$ cat src/rtl/countdown_timer.sv
// countdown_timer: loadable down-counting interval timer, one-shot or periodic.
// Ports: clk, reset (sync, high); load/load_value, start, stop, periodic in;
//        count, tc (expiry pulse), busy (RUN/HOLD), done (DONE) out, all registered.
module countdown_timer #(
  parameter int N = 4
) (
  input  logic         clk,
  input  logic         reset,
  input  logic         load,
  input  logic [N-1:0] load_value,
  input  logic         start,
  input  logic         stop,
  input  logic         periodic,
  output logic [N-1:0] count,
  output logic         tc,
  output logic         busy,
  output logic         done
);

  typedef enum logic [1:0] {
    IDLE,
    RUN,
    HOLD,
    DONE
  } state_t;

  localparam logic [N-1:0] ZERO = '0;
  localparam logic [N-1:0] ONE  = ZERO + 1'b1;

  state_t       r_state;
  state_t       w_state_nxt;
  logic [N-1:0] r_count;
  logic [N-1:0] w_count_nxt;
  logic [N-1:0] r_reload;
  logic [N-1:0] w_reload_nxt;
  logic         r_periodic;
  logic         w_periodic_nxt;
  logic         r_tc;
  logic         w_tc_nxt;
  logic         r_busy;
  logic         w_busy_nxt;
  logic         r_done;
  logic         w_done_nxt;

  always_ff @(posedge clk) begin
    if (reset) begin
      r_state    <= IDLE;
      r_count    <= ZERO;
      r_reload   <= ZERO;
      r_periodic <= 1'b0;
      r_tc       <= 1'b0;
      r_busy     <= 1'b0;
      r_done     <= 1'b0;
    end else begin
      r_state    <= w_state_nxt;
      r_count    <= w_count_nxt;
      r_reload   <= w_reload_nxt;
      r_periodic <= w_periodic_nxt;
      r_tc       <= w_tc_nxt;
      r_busy     <= w_busy_nxt;
      r_done     <= w_done_nxt;
    end
  end

  // load > stop > start; only the winning input is acted on.
  always_comb begin
    w_state_nxt    = r_state;
    w_count_nxt    = r_count;
    w_reload_nxt   = r_reload;
    w_periodic_nxt = r_periodic;
    w_tc_nxt       = 1'b0;
    if (load) begin
      w_count_nxt  = load_value;
      w_reload_nxt = load_value;
      // a zero interval cannot run, so an active timer drops to IDLE silently
      if (r_state == IDLE || r_state == DONE || load_value == ZERO)
        w_state_nxt = IDLE;
    end else if (stop) begin
      if (r_state == RUN)
        w_state_nxt = HOLD;
    end else begin
      unique case (r_state)
        IDLE: begin
          if (start && r_count != ZERO) begin
            w_state_nxt    = RUN;
            w_periodic_nxt = periodic;
          end
        end
        RUN: begin
          if (r_count != ONE) begin
            w_count_nxt = r_count - ONE;
          end else begin
            w_tc_nxt = 1'b1;
            if (r_periodic) begin
              w_count_nxt = r_reload;
            end else begin
              w_count_nxt = ZERO;
              w_state_nxt = DONE;
            end
          end
        end
        HOLD: begin
          if (start)
            w_state_nxt = RUN;
        end
        DONE: begin
          if (start) begin
            w_state_nxt    = RUN;
            w_count_nxt    = r_reload;
            w_periodic_nxt = periodic;
          end
        end
        default: w_state_nxt = IDLE;
      endcase
    end
  end

  // busy/done are registered decodes of the next state.
  always_comb begin
    w_busy_nxt = (w_state_nxt == RUN) || (w_state_nxt == HOLD);
    w_done_nxt = (w_state_nxt == DONE);
  end

  assign count = r_count;
  assign tc    = r_tc;
  assign busy  = r_busy;
  assign done  = r_done;

endmodule

$ cat config.mk
export PLATFORM = sky130hd
export DESIGN_NAME = countdown_timer
export DESIGN_NICKNAME = d
export VERILOG_FILES = /design/src/rtl/countdown_timer.sv
export SDC_FILE = /design/constraint.sdc
export NUM_CORES = 1
export LEC_CHECK = 0
export CAP_MARGIN = 40
export CORE_UTILIZATION = 50
export DETAILED_ROUTE_END_ITERATION = 7
export MAX_ROUTING_LAYER = met4
export PLACE_DENSITY = 0.77
export SYNTH_ARGS = -nofsm -noshare
export SYNTH_HDL_FRONTEND = slang
export SYNTH_SLANG_ARGS = --single-unit
$ cat constraint.sdc
create_clock -name clk -period 2.6 [get_ports clk]
set_input_delay 0.26 -clock clk [delete_from_list [all_inputs] [get_ports clk]]
set_output_delay 0.26 -clock clk [all_outputs]
set_load 0.02 [all_outputs]
## Word-level counts from Yosys, hierarchy flattened

Index checks and enable logic that the tools add are counted.

- Input bits: 10
- ROM bits: 0
- Output and inout port bits: 7
- Bits in registers: 14
- Bits in writable memories: 0
- Memories kept: 0
- Bits in latches: 0

- Magnitude comparators: 0
- Equal/unequal tests: 11
- Muxes and demuxes: 19
- Reductions and logical operators: 13
- Add/sub/neg operators: 1
- Multipliers: 0
- Divide/modulo/power cells: 0
- Bitwise gates (word level): 3
- Shift operators: 0

Operator list:

| kind | count |
|---|---|
| $mux W4 | 5 |
| $mux W2 | 8 |
| $eq A2 B2 Y1 const B | 4 |
| $pmux W4 S2 | 1 |
| $pmux W2 S3 | 1 |
| $reduce_and A5 Y1 | 1 |
| $eq A2 B1 Y1 const B | 2 |
| $logic_not A4 Y1 | 1 |
| $ne A2 B2 Y1 const B | 2 |
| $ne A4 B1 Y1 const B | 1 |
| $reduce_bool A4 Y1 | 1 |
| $reduce_or A4 Y1 | 1 |
| $sub A4 B1 Y4 const B | 1 |
| $logic_or A1 B1 Y1 | 3 |
| $mux W1 | 3 |
| $ne A3 B3 Y1 const B | 1 |
| $not A1 Y1 | 3 |
| $reduce_and A3 Y1 | 1 |
| $reduce_bool A3 Y1 | 1 |
| $logic_not A2 Y1 | 1 |
| $ne A2 B1 Y1 const B | 1 |
| $pmux W1 S2 | 1 |
| $reduce_bool A2 Y1 | 1 |
| $reduce_or A2 Y1 | 1 |
| $logic_and A1 B1 Y1 | 1 |

## Longest topological paths before layout

- Depth in word-level cells: 8
- Mapped depth: 8
- Mapped depth without buffers: 8

## Least setup slack after synthesis

OpenSTA, ideal clock, no wires.

- Kind: reg-to-reg
- Start: register r_count[0], in the netlist count[0]
- End: register r_busy, in the netlist busy
- Data arrival time: 1.777 ns
- Path slack: 0.694 ns
- Buffers on the path: 0
- Clock period less this slack: 1.906 ns
- Stages on the path, launching flop included: 8
- Required time: 2.471 ns
- Setup time: 0.129 ns
- Cells stage by stage: dfxtp_1 > ha_1 > nor3b_2 > nand3b_1 > a221o_1 > nand2_1 > ha_1 > nor2b_1

- Word-level cells in the longest chain between the ends: 8
- Elaborated cells on any way between the ends: 11
- Those cells by class: eq/ne: 3; mux: 5; reduce/logical: 3

Ends and longest elaborated chain:

| what | RTL line | text |
|---|---|---|
| start: declaration | 32 | `logic [N-1:0] r_count;` |
| start signal: assignment | 56 | `r_count <= w_count_nxt;` |
| $reduce_bool A4 Y1 | 84 | `if (start && r_count != ZERO) begin` |
| $logic_and A1 B1 Y1 | 84 |  |
| $mux W2 | 84 |  |
| $pmux W2 S3 (*) | 82 | `unique case (r_state)` |
| $mux W2 (*) | 78 | `end else if (stop) begin` |
| $mux W2 (*) | 72 | `if (load) begin` |
| $eq A2 B1 Y1 / $eq A2 B2 Y1 (equally long branches) | 120 | `w_busy_nxt = (w_state_nxt == RUN) \|\| (w_state_nxt == HOLD);` |
| $logic_or A1 B1 Y1 (*) | 120 |  |
| via w_busy_nxt | 41 | `logic w_busy_nxt;` |
| end signal: assignment | 60 | `r_busy <= w_busy_nxt;` |
| end: declaration | 40 | `logic r_busy;` |

Mark *: on every way through the listed nets, which the timed path passes. The rest lies on a longest branch.
A chain may end at the register's enable or synchronous reset.

## Worst setup path in the final report

- Start: register r_count[0], in the netlist count[0]
- End: register r_busy, in the netlist busy

- Word-level cells in the longest chain between the ends: 8
- Elaborated cells on any way between the ends: 11
- Those cells by class: eq/ne: 3; mux: 5; reduce/logical: 3

Ends and longest elaborated chain:

| what | RTL line | text |
|---|---|---|
| $reduce_bool A4 Y1 | 84 |  |
| $logic_and A1 B1 Y1 | 84 |  |
| $mux W2 | 84 |  |
| $pmux W2 S3 (*) | 82 |  |
| $mux W2 (*) | 78 |  |
| $mux W2 (*) | 72 |  |
| via w_state_nxt[0] | 31 | `state_t w_state_nxt;` |
| $eq A2 B1 Y1 / $eq A2 B2 Y1 (equally long branches) | 120 |  |
| $logic_or A1 B1 Y1 (*) | 120 |  |
| via w_busy_nxt | 41 |  |

Marks and branches as above.

==> results.ini <==
[sta]
final_hold_viol_count=0
setup_violations=0
grt_setup_unrepaired=false
fin_skew_ns=0.000704
slew_headroom_pct=75.2
slew_violations=0
worst-slew-pin-transition_ns=0.372
period_share_pct=78.0
finalSetupTns_ns=0
layout_min_cycle_time_ns=2.03
max_freq_mhz=493

[clock_network]
cts.sinks=14
hold_buffers=0
tritoncts=yes
ctsResizeCount=0
clk_pin_slew_ns=0.08
clk_latency_ns=0.28
cts_setup_buffers=0
clock_path_buffers=2
cts_inserted_buffers=3
htree_levels=1
clockRootBuffer=clkbuf_4

[drt]
viasPerCell=5.89
vias=813
drt-initial-drc-count=22
ant_nets=0
drc=0
wl_um=1800
routedWlPerCell_um=13.0
first_pass_iters=6

[floorplanning]
pin_count=17
die-area_um2=1940
die_h_um=44
die_w_um=44
fp.coreArea_um2=1580
initial_core_util_pct=56.0
rows=14

[place]
hpwl_um=1380
portBuffers=16
post_dp_cell_area_um2=1050
gp_congestion=0.896

[worst_setup_path]
crit_top_cell=ha_1
cp_data_arrival_time_ns=2.20
cp_max_fo=6
critPathLaunchType=flop
max_stage_delay_ns=0.37
cp-end-kind=flop
crit_buf_inv=1
crit_path_top_delay_cell=dfxtp_1
path_class=reg -> reg
ff2ff_path_depth=8
crit_family=compound AO/OA/AOI/OAI gates
r2r-start=count[0]$_SDFFE_PP0P_
r2r_slack_ns=0.57
cp_cell_sequence=inv_1 -> ha_1 -> nor3b_1 -> o21ai_1 -> a211oi_1 -> nor2_1 -> ha_1 -> nor2b_1
r2r-end=busy$_SDFF_PP0_
worstPathRequired_ns=2.77

[synth]
synth-seq-cells=14
synth.distinct_cells=35
synthesis.nets=122
synth_area_leaders=dfxtp_1 32%, ha_1 9.9%, nor2_1 4.7%
synth_cells=105
yosys_warnings=0
synth_area_um2=882
ys_seq_area_share_pct=31.8
yosysTopAreaCell=dfxtp_1
syn_avg_cell_area_um2=8.40
synth_top_area_share_pct=31.8

[grt]
antenna_found_initial=0
grt_max_degree=19
grt-ovfl-total=0
grtUsageTotal_pct=22.7
grt_pass1_vias=736
grt_pass1_wl_um=3190

[power]
leakagePower_nw=0.450
ir_drop_mv=0.355
power_mw=0.486
pwr_density_cell_nw_per_um2=447

[layout]
n_antenna_cell=0
drive_gt1_share_pct=6.56
area_growth_pct=23.4
finalNetCount=140
final_area_um2=1090
fin_util_pct=69.0

[worst_hold_path]
holdCritStartpoint=r_reload[3]$_SDFFE_PP0P_
holdPathStages=2
min_to=r_reload[3]$_SDFFE_PP0P_
hp-class=reg -> reg

[job]
drv_cap=0

[outcome]
outcome=complete, no violations

## power breakdown
group / leakage, nW / total, mW / internal [mW] / switching (mW)
sequential: 0.115 / 0.233 / 0.224 / 0.00961
clock: 0.0210 / 0.159 / 0.0853 / 0.0737
combinational: 0.314 / 0.0942 / 0.0481 / 0.0461
## how the worst max path moves through the flow
stage | to | slack [ns] | start | depth (start not counted)
final | busy$_SDFF_PP0_ | 0.57 | count[0]$_SDFFE_PP0P_ | 8
after global routing | busy$_SDFF_PP0_ | 0.39 | count[0]$_SDFFE_PP0P_ | 8
after CTS | busy$_SDFF_PP0_ | 0.57 | r_state[1]$_SDFF_PP0_ | 7
after detailed placement | busy$_SDFF_PP0_ | 0.56 | stop | 7
after global placement | busy$_SDFF_PP0_ | 0.58 | r_state[1]$_SDFF_PP0_ | 7
after floorplan | busy$_SDFF_PP0_ | 0.69 | count[0]$_SDFFE_PP0P_ | 7
## cell families after synthesis
kind of cell | synth area share (%)
simple gates | 25.8
compound gates | 24.1
flops | 31.8
buf+inv | 4.97
fa+ha+maj | 9.93
mux | 3.40
## layer usage
layer | track usage (%) | vias to the layer above | routed length [um] | share of wire (%)
met1 | 32.4 | 367 | 928 | 52
met2 | 31.5 | 27 | 761 | 42
met3 | 5.00 | 2 | 93 | 5.2
met5 | - | - | 0 | 0
li1 | - | 417 | - | -
met4 | 7.27 | 0 | 15 | 0.83
## stage by stage
step | std cells | hold slack, ns | setup WS (ns)
finish | 138 | 0.485 | 0.572
global route | 138 | 0.532 | 0.389
CTS | 138 | 0.485 | 0.572
detailed placement | 134 | 0.471 | 0.558
global placement | 134 | 0.462 | 0.581
floorplan | 105 | 0.405 | 0.694
## cell usage after synthesis (all sizes together)
master and instances:
a211oi 2, a21oi 7, a21o 1, buf 2, o311ai 2, o31a 3
nor4 1, dfxtp 14, nor3 4, a221oi 1, a2bb2oi 1, ha 7
and4 1, nor3b 3, nand2b 5, o22ai 1, nand3b 2, o32ai 1
or4b 1, o21a 1, inv 7, clkbuf 2, a41o 1, mux2i 3
and3b 1, nor2 11, a21boi 2, o41ai 1, a221o 1, o21ai 2
a31oi 1, nor2b 4, nand2 9
## worst reg2reg max path, cell delays in order (launching register included)
cell and delay, ns:
dfxtp_1 0.37, inv_1 0.07, ha_1 0.18, nor3b_1 0.27
o21ai_1 0.17, a211oi_1 0.34, nor2_1 0.10, ha_1 0.29
nor2b_1 0.12
## flip-flops by register name (all words and copies together), names as in the netlist
| name | cells |
|---|---|
| busy | 1 |
| count | 4 |
| done | 1 |
| r_periodic | 1 |
| r_reload | 4 |
| r_state | 2 |
| tc | 1 |
## cells in the final DEF, fill, tap and decap left out, types with 3 or more instances in the layout
cell type         n
clkdlybuf4s50_1  16
inv_1             7
nor2b_1           4
nand2b_1          5
clkbuf_4          3
nand2_1           9
dfxtp_1          14
o31a_1            3
ha_1              7
nor2_1           11
a21oi_1           6
mux2i_1           3
nor3_1            4
## layout make-up
cell class | count | area (um2)
multi-input combinational | 80 | 558
sequential | 14 | 280
timing repair buffer | 17 | 168
tap | 16 | 20.0
fill | 126 | 488
inverter | 7 | 26.3
clock buffer | 4 | 36.3
Power figures use the tool's default switching activity.
